<file path="src/rtl/pipe_ctrl_pkg.sv">
// -----------------------------------------------------------------------------
// pipe_ctrl_pkg
// Shared types and constants for the 5-stage RV32I pipeline sequencing
// controller: FSM state encoding, the bundle of pipeline enables/flushes,
// the canned enable/flush patterns used by the controller, and the
// load-use hazard detector.
// -----------------------------------------------------------------------------
package pipe_ctrl_pkg;

    typedef enum logic [1:0] {
        S_RUN  = 2'd0,
        S_MEMW = 2'd1,
        S_MDUW = 2'd2
    } ctrl_state_t;

    localparam logic [4:0] REG_ZERO = 5'd0;

    // One bundle of every pipeline-register enable, flush and the PC select.
    typedef struct packed {
        logic pc_en;
        logic if_id_en;
        logic id_ex_en;
        logic ex_mem_en;
        logic mem_wb_en;
        logic if_id_flush;
        logic id_ex_flush;
        logic ex_mem_flush;
        logic pc_sel;
    } ctrl_out_t;

    // Everything advances, nothing flushed.
    localparam ctrl_out_t CTRL_GO = '{
        pc_en: 1'b1, if_id_en: 1'b1, id_ex_en: 1'b1, ex_mem_en: 1'b1, mem_wb_en: 1'b1,
        if_id_flush: 1'b0, id_ex_flush: 1'b0, ex_mem_flush: 1'b0, pc_sel: 1'b0};

    // Whole pipeline frozen (memory wait state).
    localparam ctrl_out_t CTRL_HOLD = '{
        pc_en: 1'b0, if_id_en: 1'b0, id_ex_en: 1'b0, ex_mem_en: 1'b0, mem_wb_en: 1'b0,
        if_id_flush: 1'b0, id_ex_flush: 1'b0, ex_mem_flush: 1'b0, pc_sel: 1'b0};

    // Redirect: take the EX target and squash the two younger instructions.
    localparam ctrl_out_t CTRL_REDIRECT = '{
        pc_en: 1'b1, if_id_en: 1'b1, id_ex_en: 1'b1, ex_mem_en: 1'b1, mem_wb_en: 1'b1,
        if_id_flush: 1'b1, id_ex_flush: 1'b1, ex_mem_flush: 1'b0, pc_sel: 1'b1};

    // MUL/DIV busy: front end and EX frozen, MEM receives bubbles, WB drains.
    localparam ctrl_out_t CTRL_MDU = '{
        pc_en: 1'b0, if_id_en: 1'b0, id_ex_en: 1'b0, ex_mem_en: 1'b0, mem_wb_en: 1'b1,
        if_id_flush: 1'b0, id_ex_flush: 1'b0, ex_mem_flush: 1'b1, pc_sel: 1'b0};

    // Load-use: hold PC and IF/ID, insert one bubble into EX, load moves on.
    localparam ctrl_out_t CTRL_LOAD_USE = '{
        pc_en: 1'b0, if_id_en: 1'b0, id_ex_en: 1'b1, ex_mem_en: 1'b1, mem_wb_en: 1'b1,
        if_id_flush: 1'b0, id_ex_flush: 1'b1, ex_mem_flush: 1'b0, pc_sel: 1'b0};

    // Reset: nothing advances and every stage register is loaded with a bubble.
    localparam ctrl_out_t CTRL_RESET = '{
        pc_en: 1'b0, if_id_en: 1'b0, id_ex_en: 1'b0, ex_mem_en: 1'b0, mem_wb_en: 1'b0,
        if_id_flush: 1'b1, id_ex_flush: 1'b1, ex_mem_flush: 1'b1, pc_sel: 1'b0};

    // A load in EX whose destination is read by the instruction in ID.
    // x0 is never a real dependency.
    function automatic logic load_use_hazard(
        input logic       ex_is_load,
        input logic [4:0] ex_rd,
        input logic [4:0] id_rs1,
        input logic [4:0] id_rs2,
        input logic       id_use_rs1,
        input logic       id_use_rs2
    );
        logic hit_s;
        hit_s = (id_use_rs1 && (id_rs1 == ex_rd)) || (id_use_rs2 && (id_rs2 == ex_rd));
        return ex_is_load && (ex_rd != REG_ZERO) && hit_s;
    endfunction

endpackage

</file>
<file path="src/rtl/pipe_ctrl_if.sv">
// -----------------------------------------------------------------------------
// pipe_ctrl_if
// Hazard inputs from the pipeline stages and the enable/flush/redirect
// controls returned to them.
//   master : pipeline side (drives hazard status, receives controls)
//   slave  : pipe_ctrl side (receives hazard status, drives controls)
// -----------------------------------------------------------------------------
interface pipe_ctrl_if;

    // Hazard status
    logic [4:0] id_rs1;
    logic [4:0] id_rs2;
    logic       id_use_rs1;
    logic       id_use_rs2;
    logic       ex_is_load;
    logic [4:0] ex_rd;
    logic       ex_redirect;
    logic       ex_mdu_start;
    logic       mdu_done;
    logic       mem_req;
    logic       mem_ack;

    // Pipeline controls
    logic       pc_en;
    logic       if_id_en;
    logic       id_ex_en;
    logic       ex_mem_en;
    logic       mem_wb_en;
    logic       if_id_flush;
    logic       id_ex_flush;
    logic       ex_mem_flush;
    logic       pc_sel;

    modport master (
        output id_rs1, id_rs2, id_use_rs1, id_use_rs2, ex_is_load, ex_rd,
               ex_redirect, ex_mdu_start, mdu_done, mem_req, mem_ack,
        input  pc_en, if_id_en, id_ex_en, ex_mem_en, mem_wb_en,
               if_id_flush, id_ex_flush, ex_mem_flush, pc_sel
    );

    modport slave (
        input  id_rs1, id_rs2, id_use_rs1, id_use_rs2, ex_is_load, ex_rd,
               ex_redirect, ex_mdu_start, mdu_done, mem_req, mem_ack,
        output pc_en, if_id_en, id_ex_en, ex_mem_en, mem_wb_en,
               if_id_flush, id_ex_flush, ex_mem_flush, pc_sel
    );

endinterface

</file>
<file path="src/rtl/pipe_ctrl_sat_counter.sv">
// -----------------------------------------------------------------------------
// sat_counter
// Saturating up-counter for performance monitoring. Sticks at all-ones
// instead of wrapping. W must be at least 2.
//   clk_i : clock
//   rst_n : synchronous active-low reset, clears the count
//   inc   : count this cycle
//   cnt   : current count (registered)
// -----------------------------------------------------------------------------
module sat_counter #(
    parameter int W = 32
) (
    input  logic         clk_i,
    input  logic         rst_n,
    input  logic         inc,
    output logic [W-1:0] cnt
);

    localparam logic [W-1:0] CNT_ONE = {{(W-1){1'b0}}, 1'b1};
    localparam logic [W-1:0] CNT_MAX = {W{1'b1}};

    logic [W-1:0] cnt_r;

    // Count register: clear on reset, increment until all-ones then hold.
    always_ff @(posedge clk_i) begin
        if (!rst_n) begin
            cnt_r <= {W{1'b0}};
        end else if (inc && (cnt_r != CNT_MAX)) begin
            cnt_r <= cnt_r + CNT_ONE;
        end else begin
            cnt_r <= cnt_r;
        end
    end

    assign cnt = cnt_r;

endmodule

</file>
<file path="src/rtl/pipe_ctrl.sv">
// -----------------------------------------------------------------------------
// pipe_ctrl
// Pipeline sequencing controller for the 5-stage RV32I core. Owns every
// pipeline-register enable and flush and resolves memory wait states,
// branch/jump redirects, multi-cycle MUL/DIV stalls and load-use bubbles.
// Controls are combinational from state + inputs; state and counters are
// registered.
//   clk_i     : core clock
//   rst_n     : synchronous active-low reset
//   bus       : hazard status in / pipeline controls out (pipe_ctrl_if.slave)
//   stall_cnt : saturating count of cycles with pc_en low (outside reset)
//   flush_cnt : saturating count of accepted redirects
// -----------------------------------------------------------------------------
module pipe_ctrl
    import pipe_ctrl_pkg::*;
#(
    parameter int CNT_W = 32
) (
    input  logic             clk_i,
    input  logic             rst_n,
    pipe_ctrl_if.slave       bus,
    output logic [CNT_W-1:0] stall_cnt,
    output logic [CNT_W-1:0] flush_cnt
);

    ctrl_state_t state_r;
    ctrl_state_t state_nxt_s;
    ctrl_state_t run_next_s;
    ctrl_out_t   ctrl_s;
    ctrl_out_t   run_ctrl_s;
    logic        run_redirect_s;
    logic        redirect_acc_s;
    logic        load_use_s;
    logic        mem_wait_s;
    logic        stall_inc_s;
    logic        flush_inc_s;

    assign load_use_s = load_use_hazard(bus.ex_is_load, bus.ex_rd, bus.id_rs1,
                                        bus.id_rs2, bus.id_use_rs1, bus.id_use_rs2);

    // An ack arriving with the request costs nothing; only an unacked request stalls.
    assign mem_wait_s = bus.mem_req && !bus.mem_ack;

    // State register; reset abandons any outstanding wait.
    always_ff @(posedge clk_i) begin
        if (!rst_n) begin
            state_r <= S_RUN;
        end else begin
            state_r <= state_nxt_s;
        end
    end

    // Redirect > MDU start > load-use > go, shared by S_RUN and the S_MEMW ack cycle.
    always_comb begin
        run_ctrl_s     = CTRL_GO;
        run_next_s     = S_RUN;
        run_redirect_s = 1'b0;
        if (bus.ex_redirect) begin
            // The ID instruction is squashed, so a coincident load-use is moot.
            run_ctrl_s     = CTRL_REDIRECT;
            run_redirect_s = 1'b1;
        end else if (bus.ex_mdu_start) begin
            run_ctrl_s = CTRL_MDU;
            run_next_s = S_MDUW;
        end else if (load_use_s) begin
            run_ctrl_s = CTRL_LOAD_USE;
        end else begin
            run_ctrl_s = CTRL_GO;
        end
    end

    // Next state and pipeline controls from the current state.
    always_comb begin
        ctrl_s         = CTRL_HOLD;
        state_nxt_s    = state_r;
        redirect_acc_s = 1'b0;
        if (!rst_n) begin
            ctrl_s      = CTRL_RESET;
            state_nxt_s = S_RUN;
        end else begin
            case (state_r)
                S_RUN: begin
                    if (mem_wait_s) begin
                        ctrl_s      = CTRL_HOLD;
                        state_nxt_s = S_MEMW;
                    end else begin
                        ctrl_s         = run_ctrl_s;
                        state_nxt_s    = run_next_s;
                        redirect_acc_s = run_redirect_s;
                    end
                end
                S_MEMW: begin
                    if (bus.mem_ack) begin
                        ctrl_s         = run_ctrl_s;
                        state_nxt_s    = run_next_s;
                        redirect_acc_s = run_redirect_s;
                    end else begin
                        ctrl_s      = CTRL_HOLD;
                        state_nxt_s = S_MEMW;
                    end
                end
                S_MDUW: begin
                    // MEM holds a bubble here, so memory handshakes are ignored.
                    if (bus.mdu_done) begin
                        ctrl_s      = CTRL_GO;
                        state_nxt_s = S_RUN;
                    end else begin
                        ctrl_s      = CTRL_MDU;
                        state_nxt_s = S_MDUW;
                    end
                end
                default: begin
                    ctrl_s      = CTRL_HOLD;
                    state_nxt_s = S_RUN;
                end
            endcase
        end
    end

    assign bus.pc_en        = ctrl_s.pc_en;
    assign bus.if_id_en     = ctrl_s.if_id_en;
    assign bus.id_ex_en     = ctrl_s.id_ex_en;
    assign bus.ex_mem_en    = ctrl_s.ex_mem_en;
    assign bus.mem_wb_en    = ctrl_s.mem_wb_en;
    assign bus.if_id_flush  = ctrl_s.if_id_flush;
    assign bus.id_ex_flush  = ctrl_s.id_ex_flush;
    assign bus.ex_mem_flush = ctrl_s.ex_mem_flush;
    assign bus.pc_sel       = ctrl_s.pc_sel;

    assign stall_inc_s = rst_n && !ctrl_s.pc_en;
    assign flush_inc_s = rst_n && redirect_acc_s;

    sat_counter #(.W(CNT_W)) u_stall_cnt (
        .clk_i (clk_i),
        .rst_n (rst_n),
        .inc   (stall_inc_s),
        .cnt   (stall_cnt)
    );

    sat_counter #(.W(CNT_W)) u_flush_cnt (
        .clk_i (clk_i),
        .rst_n (rst_n),
        .inc   (flush_inc_s),
        .cnt   (flush_cnt)
    );

endmodule

</file>
<file path="src/flat_wrapper.sv">
// flat-port wrapper written by rule: the top's interface ports become plain ports
module pipe_ctrl_flat import pipe_ctrl_pkg::*;
#(
    parameter int CNT_W = 32
)
  (clk_i, rst_n, stall_cnt, flush_cnt, bus_id_rs1, bus_id_rs2, bus_id_use_rs1, bus_id_use_rs2, bus_ex_is_load, bus_ex_rd, bus_ex_redirect, bus_ex_mdu_start, bus_mdu_done, bus_mem_req, bus_mem_ack, bus_pc_en, bus_if_id_en, bus_id_ex_en, bus_ex_mem_en, bus_mem_wb_en, bus_if_id_flush, bus_id_ex_flush, bus_ex_mem_flush, bus_pc_sel);
  pipe_ctrl_if bus_i ();
  input  logic clk_i;
  input  logic rst_n;
  output logic [CNT_W-1:0] stall_cnt;
  output logic [CNT_W-1:0] flush_cnt;
  input wire logic [$bits(bus_i.id_rs1)-1:0] bus_id_rs1;
  input wire logic [$bits(bus_i.id_rs2)-1:0] bus_id_rs2;
  input wire logic [$bits(bus_i.id_use_rs1)-1:0] bus_id_use_rs1;
  input wire logic [$bits(bus_i.id_use_rs2)-1:0] bus_id_use_rs2;
  input wire logic [$bits(bus_i.ex_is_load)-1:0] bus_ex_is_load;
  input wire logic [$bits(bus_i.ex_rd)-1:0] bus_ex_rd;
  input wire logic [$bits(bus_i.ex_redirect)-1:0] bus_ex_redirect;
  input wire logic [$bits(bus_i.ex_mdu_start)-1:0] bus_ex_mdu_start;
  input wire logic [$bits(bus_i.mdu_done)-1:0] bus_mdu_done;
  input wire logic [$bits(bus_i.mem_req)-1:0] bus_mem_req;
  input wire logic [$bits(bus_i.mem_ack)-1:0] bus_mem_ack;
  output wire logic [$bits(bus_i.pc_en)-1:0] bus_pc_en;
  output wire logic [$bits(bus_i.if_id_en)-1:0] bus_if_id_en;
  output wire logic [$bits(bus_i.id_ex_en)-1:0] bus_id_ex_en;
  output wire logic [$bits(bus_i.ex_mem_en)-1:0] bus_ex_mem_en;
  output wire logic [$bits(bus_i.mem_wb_en)-1:0] bus_mem_wb_en;
  output wire logic [$bits(bus_i.if_id_flush)-1:0] bus_if_id_flush;
  output wire logic [$bits(bus_i.id_ex_flush)-1:0] bus_id_ex_flush;
  output wire logic [$bits(bus_i.ex_mem_flush)-1:0] bus_ex_mem_flush;
  output wire logic [$bits(bus_i.pc_sel)-1:0] bus_pc_sel;
  assign bus_i.id_rs1 = bus_id_rs1;
  assign bus_i.id_rs2 = bus_id_rs2;
  assign bus_i.id_use_rs1 = bus_id_use_rs1;
  assign bus_i.id_use_rs2 = bus_id_use_rs2;
  assign bus_i.ex_is_load = bus_ex_is_load;
  assign bus_i.ex_rd = bus_ex_rd;
  assign bus_i.ex_redirect = bus_ex_redirect;
  assign bus_i.ex_mdu_start = bus_ex_mdu_start;
  assign bus_i.mdu_done = bus_mdu_done;
  assign bus_i.mem_req = bus_mem_req;
  assign bus_i.mem_ack = bus_mem_ack;
  assign bus_pc_en = bus_i.pc_en;
  assign bus_if_id_en = bus_i.if_id_en;
  assign bus_id_ex_en = bus_i.id_ex_en;
  assign bus_ex_mem_en = bus_i.ex_mem_en;
  assign bus_mem_wb_en = bus_i.mem_wb_en;
  assign bus_if_id_flush = bus_i.if_id_flush;
  assign bus_id_ex_flush = bus_i.id_ex_flush;
  assign bus_ex_mem_flush = bus_i.ex_mem_flush;
  assign bus_pc_sel = bus_i.pc_sel;
  pipe_ctrl #(.CNT_W(CNT_W)) u_core (.clk_i(clk_i), .rst_n(rst_n), .bus(bus_i), .stall_cnt(stall_cnt), .flush_cnt(flush_cnt));
endmodule
</file>
<file path="config.mk">
export PLATFORM = sky130hd
export DESIGN_NAME = pipe_ctrl_flat
export DESIGN_NICKNAME = d
export VERILOG_FILES = /design/src/rtl/pipe_ctrl_pkg.sv /design/src/rtl/pipe_ctrl_if.sv /design/src/rtl/pipe_ctrl_sat_counter.sv /design/src/rtl/pipe_ctrl.sv /design/src/flat_wrapper.sv
export SDC_FILE = /design/constraint.sdc
export NUM_CORES = 1
export LEC_CHECK = 0
export CORE_MARGIN = 3
export CORE_UTILIZATION = 44
export DETAILED_ROUTE_END_ITERATION = 10
export GPL_ROUTABILITY_DRIVEN = 1
export MAX_ROUTING_LAYER = met4
export PLACE_DENSITY = 0.75
export SLEW_MARGIN = 40
export SYNTH_ARGS = -nofsm -noshare
export SYNTH_HDL_FRONTEND = slang
export SYNTH_SLANG_ARGS = --single-unit
</file>
<file path="constraint.sdc">
create_clock -name clk_i -period 1.94 [get_ports clk_i]
set_clock_uncertainty 0.15 [all_clocks]
set_input_delay 0.291 -clock clk_i [delete_from_list [all_inputs] [get_ports clk_i]]
set_output_delay 0.291 -clock clk_i [all_outputs]
set_load 0.02 [all_outputs]
</file>
* Word level (Yosys, flattened, before mapping) *
Index checks and enable logic that the tools add are counted.

storage, ports and cells
  bits in registers = 66
  input port bits = 25
  output and inout bits = 73
  word-level logic and storage cells = 44

cells by class
  add/subtract/negate cells = 2
  eq/ne operators = 6
  mux-type cells = 19
  reduce and logical (&&, ||, !) cells = 14

operator list
  cell                     number
  $add A32 B1 Y32 const B  2
  $ne A32 B32 Y1 const B   2
  $mux W9                  7
  $pmux W9 S3              1
  $eq A5 B5 Y1             2
  $mux W2                  5
  $logic_and A1 B1 Y1      9
  $pmux W2 S3              1
  $reduce_bool A5 Y1       1
  $mux W1                  4
  $eq A2 B1 Y1 const B     1
  $eq A2 B2 Y1 const B     1
  $logic_not A1 Y1         2
  $logic_not A2 Y1         1
  $pmux W1 S2              1
  $logic_or A1 B1 Y1       1

* Longest topological paths before layout *
Gate-level depths: netlist of run 1.

  depth after elaboration = 13
  depth in mapped cells = 9
  gate-level depth less buffers = 8

* Hierarchy *
A second synthesis of run 1 with hierarchy kept.

unflattened totals
  cells, all modules = 448
  area, all modules = 3762.4 um^2

by module, submodules not included
  module       times used  cells each  area each (um^2)  sequential area each (um^2)
  sat_counter  2           200         1704.1            640.6
  pipe_ctrl    1           48          354.1             40.0

* Worst setup path before layout of run 1 *
OpenSTA, ideal clock, no wires.

  path type = register to output
  start = register u_core.state_r[0]
  end = output bus_pc_en
  data arrival time = 2.362 ns
  data required time = 1.499 ns
  slack = -0.863 ns
  stages on the path, launching flop included = 7
  buffers on the path = 1
  cells stage by stage = dfxtp_1 > o21bai_1 > and2_1 > nand2_1 > a221oi_1 > a21boi_0 > buf_4

on the way
  cells in the longest elaborated chain, start to end = 3
  elaborated cells on any way between the ends = 5
  classes of those cells = eq/ne (2); mux (2); reduce/logical (1)

ends and longest elaborated chain
  item                                  RTL line            RTL
  start, declared                       pipe_ctrl.sv:26     ctrl_state_t state_r;
  start signal, assigned                pipe_ctrl.sv:49     state_r <= state_nxt_s;
  $eq A2 B2 Y1 (tied with other cells)  pipe_ctrl.sv:81     case (state_r)
  $pmux W9 S3 (*)                       pipe_ctrl.sv:81
  $mux W9 (*)                           pipe_ctrl.sv:77     if (!rst_n) begin
  end, declared                         flat_wrapper.sv:23  output wire logic [$bits(bus_i.pc_en)-1:0] bus_pc_en;

Every way passes the cells marked *; elsewhere a longest branch is shown, timed or not.

* Final worst setup path of run 1 *
  start = register u_core.u_stall_cnt.cnt_r[15] (netlist: u_core.u_stall_cnt.cnt[15])
  end = register u_core.u_stall_cnt.cnt_r[13] (netlist: u_core.u_stall_cnt.cnt[13])

on the way
  cells in the longest elaborated chain, start to end = 2

ends and longest elaborated chain
  item                    RTL line                     RTL
  start, declared         pipe_ctrl_sat_counter.sv:22  logic [W-1:0] cnt_r;
  start signal, assigned  pipe_ctrl_sat_counter.sv:27  cnt_r <= {W{1'b0}};
  start signal, assigned  pipe_ctrl_sat_counter.sv:29  cnt_r <= cnt_r + CNT_ONE;
  start signal, assigned  pipe_ctrl_sat_counter.sv:31  cnt_r <= cnt_r;
  $ne A32 B32 Y1          pipe_ctrl_sat_counter.sv:28  end else if (inc && (cnt_r != CNT_MAX)) begin
  $logic_and A1 B1 Y1     pipe_ctrl_sat_counter.sv:28

No other way between the ends.
A chain may end at the register's enable or synchronous reset.

==> results.yml, run 1 <==
run_status:
  status: "finished, violations left"
  violations: "negative setup slack"
sta:
  whs_ps: 284
  fin_crit_ps: 2280
  tns_ps: -7440
  drv_slew: 0
  tightest_slew_ps: 596
  finalSetupViolCount: 47
  maxSlewHeadroom_pct: 60.3
  fin_ws_ps: -341
  rsz0062_at_grt: "yes"
  fmax_ghz: 0.438
  min_period_over_period_pct: 118
  hold_violations: 0
yosys:
  yosysMostFrequentCell: "dfxtp_1"
  yosysUniqueCellTypes: 51
  async_reset_ff_share_pct: 0
  syn_area_per_cell_um2: 8.36
  synthTopCellsByCount: "dfxtp_1, nand2_1, nor2_1"
  synth.top_cell.area_share_pct: 37.0
  syn_area_um2: 3570
  synth.largest_area_cell: "dfxtp_1"
  synth_seq_area_share_pct: 37.0
  yosys-top-cells-area: "dfxtp_1, xnor2_1, nand2_1, a21oi_1, nand4_1"
  synth-edff-count: 0
  synthesis.nets: 454
  yosysWarningCount: 0
  synth_seq_cells: 66
  ys.flop_type: "dfxtp_1"
  synthCells: 427
global_route:
  grt_max_degree: 51
  grt_pass1_wl_mm: 21.9
  grt.total_usage_pct: 31.3
  grt-ovfl-total: 0
  antenna_found_initial: 0
  grt_pass1_vias: 4533
power:
  finalPower_w: 0.00312
  power.leakage_nw: 2.78
  vdd_ir_drop_max_v: 0.000381
  power_density_nw_per_um2: 461
final_layout:
  drive_gt1_share_pct: 47.6
  fin_nets: 686
  diodes: 0
  final_cell_area_um2: 6760
  area_growth_pct: 89.4
clocking:
  hold_buffers: 0
  clockRootBuffer: "clkbuf_8"
  cts.sinks: 66
  clkSlewWorstSetupHoldPaths_ps: 80
  htreeDepth: 3
  cts_tree: "done"
  numCtsBuffers: 9
  clkLatencyLatePin_ps: 360
  clk_path_buf_depth: 2
route:
  vias_per_cell: 5.98
  drtIter0Drc: 355
  dr_total_vias: 4583
  wl_per_cell_um: 20.3
  drcViolationCount: 0
  drt_pass1_iterations: 5
  wl_mm: 15.6
  ant_nets: 0
min_path:
  hp-class: "input port to flip-flop"
floorplan:
  row_count: 32
  ios: 98
  core-area_um2: 7810
  die_y_um: 96.1
  dieArea_um2: 9230
  die_x_um: 96.1
  initial_core_util_pct: 45.7
placed_design:
  postPlaceCellArea_um2: 5560
  gp_congestion: 0.866
  hpwlAfterDp_mm: 7.76
  io_buffers: 97
worst_setup_path:
  cp.required_ps: 2070
  start_kind: "flip-flop"
  path_class: "flip-flop to flip-flop"
  path_max_fanout: 5
  cp.arrival_ps: 2410
  critPathCaptureType: "flip-flop"
flow_run:
  max_cap_violations: 0
==> final cells by class <==
type                    count  area (um2)
repair buffers            245        2330
well taps                 102         128
flip-flops and latches     66        1400
inverters                   6        25.0
multi-input cells         331        2700
clock inverters             5        53.8
clock buffers              11         131
fillers                   404        1040
==> metal layers <==
| metal | GRT usage [%] | up-vias | part of all wire, % |
|---|---|---|---|
| li1 | - | 2035 | - |
| met1 | 35.1 | 2222 | 37 |
| met2 | 54.6 | 255 | 51 |
| met3 | 5.71 | 71 | 7.1 |
| met4 | 12.8 | 0 | 5.0 |
| met5 | - | - | 0 |
==> state kept, by name, indices dropped and copies added, names as in the netlist <==
| name | cells |
|---|---|
| u_core.u_stall_cnt.cnt | 32 |
| u_core.u_flush_cnt.cnt | 32 |
| u_core.state_r | 2 |
==> power breakdown <==
group / internal, W / leakage, nW / switching, W
clock network: 0.000593 / 0.0975 / 0.000568
logic: 0.000298 / 2.12 / 0.000292
registers: 0.00136 / 0.556 / 0.0000123
==> layout by cell type, fill, tap and decap left out, types with 17 or more instances in the layout <==
master	count
nand2_1	35
nand4_1	21
nor2_1	28
dfxtp_2	34
buf_4	110
nand3_1	17
xnor2_1	23
buf_6	33
a21oi_1	22
dfxtp_1	23
clkdlybuf4s50_1	58
==> cell families (layout without fill, tap and decap cells) <==
group / after synthesis / count (layout) / share of synthesized area [%]
mux: 12 / 12 / 3.37
buf+inv: 30 / 267 / 4.49
flops: 66 / 66 / 37.0
xor+xnor: 31 / 31 / 7.61
compound gates: 75 / 75 / 12.7
fa+ha+maj: 2 / 2 / 0.701
simple gates: 211 / 211 / 34.1
==> worst max-delay path, cell delays in order, from the launching register on <==
cell,delay [ps]
dfxtp_4,370
nand4_4,120
nor4_4,460
buf_4,220
a31oi_4,110
buf_4,160
buf_6,130
nand3_2,120
buf_4,140
o21ai_2,60
a21oi_1,150
==> timing repair <==
action	in CTS	in global routing
cloned	9	1
hold endpoints to repair	0	0
gates resized for setup	182	81
setup endpoints to repair	73	79
buffers inserted	22	19
pin swaps	57	59
==> path summary, 6_finish.rpt <==
| path | from | slack [ps] | depth (start not counted) | endpoint |
|---|---|---|---|---|
| worst min register to register | u_core.state_r[1] | 290 | 1 | u_core.state_r[0] |
| worst max register to register | u_core.u_stall_cnt.cnt[15] | -340 | 10 | u_core.u_stall_cnt.cnt[13] |
| worst max-delay path | u_core.u_stall_cnt.cnt[15] | -340 | 10 | u_core.u_stall_cnt.cnt[13] |
| worst min-delay path | bus_mem_ack | 280 | 4 | u_core.state_r[0] |
==> per-stage QoR <==
step	util, %	worst slack (ps)	cells
global placement	71.2	-882	712
CTS	82.7	-159	756
finish	86.6	-341	766
detailed placement	71.2	-959	712
floorplan	-	-76.9	427
global route	86.6	-382	766
No activity file was read; power rests on OpenSTA's default activity.
==> inputs of run 2 (changes only) <==
- PLACE_DENSITY: 0.75 -> 0.88
==> run 2 against run 1 <==
The run still ends with negative setup slack left. Cell area increased by 1.4%. Worst hold slack lost 4.7 ps. Die area is the same. Sequential share of layout area is 0.35 points lower. Clock-buffer cell count up 1. Critical path type unchanged. Wire length up 16%. Largest cell class unchanged. Global-route usage is 1.4 points higher. Register-to-register slack worse by 110 ps. Worst setup slack got worse by 110 ps. Critical path depth down 1.
==> results.yml, run 2 (synthesis gave the netlist of run 1 again) <==
worst_setup_path:
  critPathCaptureType: "flip-flop"
  worst_r2r_startpoint: "u_core.u_stall_cnt.cnt[0]"
  r2r_cells: 9
  r2r_end: "u_core.u_stall_cnt.cnt[8]"
  cp.required_ps: 2010
  cp.arrival_ps: 2470
  start_kind: "flip-flop"
  r2r_slack_ps: -450
  path_max_fanout: 7
  path_class: "flip-flop to flip-flop"
sta:
  maxSlewHeadroom_pct: 58.3
  finalSetupViolCount: 67
  min_period_over_period_pct: 123
  whs_ps: 279
  fin_ws_ps: -450
  rsz0062_at_grt: "yes"
  tightest_slew_ps: 626
  fin_crit_ps: 2390
  drv_slew: 0
  hold_violations: 0
  fmax_ghz: 0.418
final_layout:
  register_area_um2: 1390
  drive_gt1_share_pct: 49.7
  layout_common_cells: "buf_4, clkdlybuf4s50_1, buf_6, dfxtp_2, nand2_1"
  multiInputGateArea_um2: 2780
  area_growth_pct: 92.0
  fin_util_pct: 87.8
  nFillCells: 339
  diodes: 0
  fin_nets: 686
  final_cell_area_um2: 6860
  final_common_cell: "buf_4"
placed_design:
  postPlaceCellArea_um2: 5500
  io_buffers: 97
  pre_cts_slack_ps: -1030
  hpwlAfterDp_mm: 8.28
  gp_congestion: 0.846
clocking:
  numCtsBuffers: 9
  cts_tree: "done"
  clkLatencyLatePin_ps: 360
  cts.sinks: 66
  clockRootBuffer: "clkbuf_8"
  clkSlewWorstSetupHoldPaths_ps: 90
  clk_path_buf_depth: 2
  htreeDepth: 3
floorplan:
  initial_core_util_pct: 45.7
  die_x_um: 96.1
  core-area_um2: 7810
  die_y_um: 96.1
  ios: 98
  dieArea_um2: 9230
  row_count: 32
route:
  vias_per_cell: 6.37
  ant_nets: 0
  drtIter0Drc: 412
  wl_per_cell_um: 23.5
  dr_total_vias: 4877
  drcViolationCount: 0
  drt_pass1_iterations: 8
  wl_mm: 18.0
run_status:
  status: "finished, violations left"
  violations: "negative setup slack"
global_route:
  grt_pass1_wl_mm: 22.6
  grt_max_degree: 51
  grt-ovfl-total: 0
  antenna_found_initial: 0
  grt.total_usage_pct: 32.7
  grt_pass1_vias: 4671
power:
  vdd_ir_drop_max_v: 0.000331
  power_density_nw_per_um2: 456
  power.leakage_nw: 2.71
min_path:
  whs_endpoint: "u_core.state_r[0]"
  hp-class: "flip-flop to flip-flop"
  hp-start: "u_core.state_r[1]"
  hold_path_depth: 1
flow_run:
  max_cap_violations: 0
-- run 2: how the worst max path moves through the flow --
stage                                 end  slack [ps]                       start  cells past startpoint
5_1_grt         u_core.u_stall_cnt.cnt[8]        -480   u_core.u_stall_cnt.cnt[0]                      9
2_1_floorplan                   bus_pc_en         -80           u_core.state_r[0]                      6
3_3_place_gp              bus_id_ex_flush        -880                bus_ex_rd[0]                      8
3_5_place_dp              bus_id_ex_flush       -1030                bus_ex_rd[0]                      8
6_report        u_core.u_stall_cnt.cnt[8]        -450   u_core.u_stall_cnt.cnt[0]                      9
4_1_cts        u_core.u_stall_cnt.cnt[31]        -200  u_core.u_stall_cnt.cnt[19]                      7
-- run 2: repair_timing --
item / CTS / global route
resized for setup: 199 / 84
setup buffers: 26 / 15
endpoints found under the setup margin: 70 / 76
gates cloned: 7 / 1
pin swaps: 70 / 56
hold buffers: 0 / 0
-- run 2: power breakdown --
part           switching, W  internal [W]
Clock              0.000589      0.000533
Combinational      0.000318      0.000311
Sequential        0.0000130       0.00136
-- run 2: final cells by class --
| type | count | area share, % |
|---|---|---|
| Clock buffer | 12 | 2.26 |
| Clock inverter | 4 | 0.402 |
| Inverter | 6 | 0.365 |
| Multi-Input combinational cell | 332 | 40.5 |
| Sequential cell | 66 | 20.3 |
| Tap cell | 102 | 1.86 |
| Timing Repair Buffer | 244 | 34.3 |
-- run 2: stage by stage --
step           total power, W  TNS [ps]  std cells
3_3_place_gp          0.00176    -36030        704
6_report              0.00312    -10880        766
2_1_floorplan         0.00160      -230        427
5_1_grt               0.00319    -15510        766
4_1_cts               0.00300     -4190        752
3_5_place_dp          0.00177    -41510        704
-- run 2: worst max-delay path: stages, from the launching register on --
cell and delay, ps:
dfxtp_4 370, ha_4 170, nand3_4 110, nor3_4 70, buf_6 130, a31oi_4 290, buf_6 190, nand2_1 90
or3_1 350, a21oi_1 340
-- run 2: layer usage --
metal | track usage, % | routed length, um
met5 | - | 0
met2 | 55.4 | 8950
met1 | 34.5 | 6130
met4 | 22.5 | 1480
met3 | 5.63 | 1460
==> inputs of run 3 (changes only) <==
- TNS_END_PERCENT: default -> 20
==> run 3 against run 2 <==
The flow still finishes with violations (negative setup slack). Highest routed layer unchanged. Cell count decreased by 3.8%. Cell area decreased by 6.0%. Via count decreased by 7.5%. Sequential share of layout area increased by 1.3 points. Utilization decreased by 5.3 points. Clock power increased by 12%. Clock-buffer cell count decreased by 2. Critical path type unchanged. Power increased by 1.7%. Die area unchanged. First-iteration DRC count decreased by 30%. Non-clock buffer count decreased by 29. Critical path depth increased by 1.
==> results.yml, run 3 (synthesis gave the netlist of run 1 again) <==
sta:
  maxSlewHeadroom_pct: 54.6
  rsz0062_at_grt: "yes"
  tightest_slew_ps: 682
  drv_slew: 0
  hold_violations: 0
  fin_crit_ps: 2320
  tns_ps: -8850
  finalSetupViolCount: 53
  fmax_ghz: 0.432
  fin_ws_ps: -376
  min_period_over_period_pct: 119
final_layout:
  area_growth_pct: 80.5
  drive_gt1_share_pct: 46.1
  final_cell_area_um2: 6440
  finalNonFillerCells: 737
  diodes: 0
  fin_nets: 657
  final_common_cell: "buf_4"
  nFillCells: 418
  layout_common_cells: "buf_4, clkdlybuf4s50_1, nand2_1, dfxtp_2, nor2_1"
route:
  drcViolationCount: 0
  drtIter0Drc: 288
  wl_mm: 15.4
  ant_nets: 0
  vias_per_cell: 6.12
  drt_pass1_iterations: 5
  wl_per_cell_um: 20.9
  dr_total_vias: 4512
clocking:
  htreeDepth: 3
  cts_tree: "done"
  numCtsBuffers: 9
  cts.sinks: 66
  hold_buffers: 0
  clkSlewWorstSetupHoldPaths_ps: 80
  clk_path_buf_depth: 2
  clockRootBuffer: "clkbuf_8"
  clkLatencyLatePin_ps: 340
worst_setup_path:
  worst_r2r_startpoint: "u_core.u_stall_cnt.cnt[21]"
  path_max_fanout: 5
  path_class: "flip-flop to flip-flop"
  cp.arrival_ps: 2430
  r2r_end: "u_core.u_stall_cnt.cnt[22]"
  cp.required_ps: 2060
  r2r_cells: 10
  start_kind: "flip-flop"
  r2r_slack_ps: -380
  critPathCaptureType: "flip-flop"
placed_design:
  place_inst: 695
  hpwlAfterDp_mm: 8.04
  gp_congestion: 0.875
  postPlaceCellArea_um2: 5430
  io_buffers: 97
floorplan:
  core-area_um2: 7810
  ios: 98
  die_y_um: 96.1
  die_x_um: 96.1
  initial_core_util_pct: 45.7
  row_count: 32
  dieArea_um2: 9230
run_status:
  violations: "negative setup slack"
  status: "finished, violations left"
global_route:
  antenna_found_initial: 0
  grt.total_usage_pct: 30.3
  grt_pass1_vias: 4247
  grt_pass1_wl_mm: 21.0
  grt_max_degree: 51
  grt-ovfl-total: 0
min_path:
  whs_endpoint: "u_core.state_r[0]"
  hp-class: "input port to flip-flop"
  hp-start: "bus_mem_ack"
  hold_path_depth: 3
flow_run:
  max_cap_violations: 0
power:
  vdd_ir_drop_max_v: 0.000459
  power.leakage_nw: 2.46
  power_density_nw_per_um2: 493
[run 3: how the worst max path moves through the flow]
stage | end | from | slack, ps | cells past startpoint
floorplan | bus_pc_en | u_core.state_r[0] | -80 | 6
global placement | bus_id_ex_flush | bus_ex_rd[0] | -890 | 8
detailed placement | bus_id_ex_flush | bus_ex_rd[0] | -960 | 8
CTS | bus_if_id_en | u_core.state_r[0] | -200 | 6
global route | u_core.u_stall_cnt.cnt[18] | u_core.u_stall_cnt.cnt[0] | -590 | 11
finish | u_core.u_stall_cnt.cnt[22] | u_core.u_stall_cnt.cnt[21] | -380 | 10
[run 3: area by class of cell]
type | instances | area, um2 | area share (%)
clock buffers | 10 | 149 | 2.31
clock inverters | 6 | 62.6 | 0.971
well taps | 102 | 128 | 1.98
multi-input cells | 332 | 2660 | 41.2
inverters | 6 | 25.0 | 0.388
repair buffers | 215 | 2030 | 31.5
flip-flops and latches | 66 | 1390 | 21.6
[run 3: timing repair]
| action | in CTS | in global routing |
|---|---|---|
| setup buffers | 16 | 7 |
| gates resized for setup | 139 | 73 |
| endpoints found under the setup margin | 73 | 75 |
| pin swaps | 44 | 43 |
| cloned | 7 | 0 |
[run 3: metal layers]
layer  up-vias  part of all wire (%)  track usage [%]
met5         -                     0                -
met1      2136                    36             32.1
met4         0                   5.4             14.5
met3       109                   8.1             7.90
met2       289                    50             52.2
li1       1978                     -                -
[run 3: power breakdown]
part / switching (W) / leakage, nW / total (W) / internal, W
logic: 0.000276 / 1.80 / 0.000552 / 0.000276
registers: 0.0000138 / 0.556 / 0.00137 / 0.00136
clock network: 0.000582 / 0.108 / 0.00125 / 0.000670
total: 0.000872 / 2.46 / 0.00318 / 0.00230
[run 3: metrics by stage]
| stage | hold slack, ps | utilization (%) | power (W) | setup slack [ps] |
|---|---|---|---|---|
| floorplan | 294 | - | 0.00160 | -76.9 |
| global placement | 279 | 69.5 | 0.00176 | -886 |
| detailed placement | 301 | 69.5 | 0.00177 | -956 |
| CTS | 215 | 78.7 | 0.00312 | -200 |
| global route | 225 | 82.5 | 0.00325 | -592 |
| finish | 229 | 82.5 | 0.00318 | -376 |
[run 3: critical path, stage by stage (launching register included)]
cell and delay (ps):
dfxtp_2 350, nand4_1 220, nor4_4 470, buf_4 200, a31oi_4 100, buf_12 150, buf_12 120, nand3_4 90
buf_6 130, o31ai_4 90, a21oi_2 180
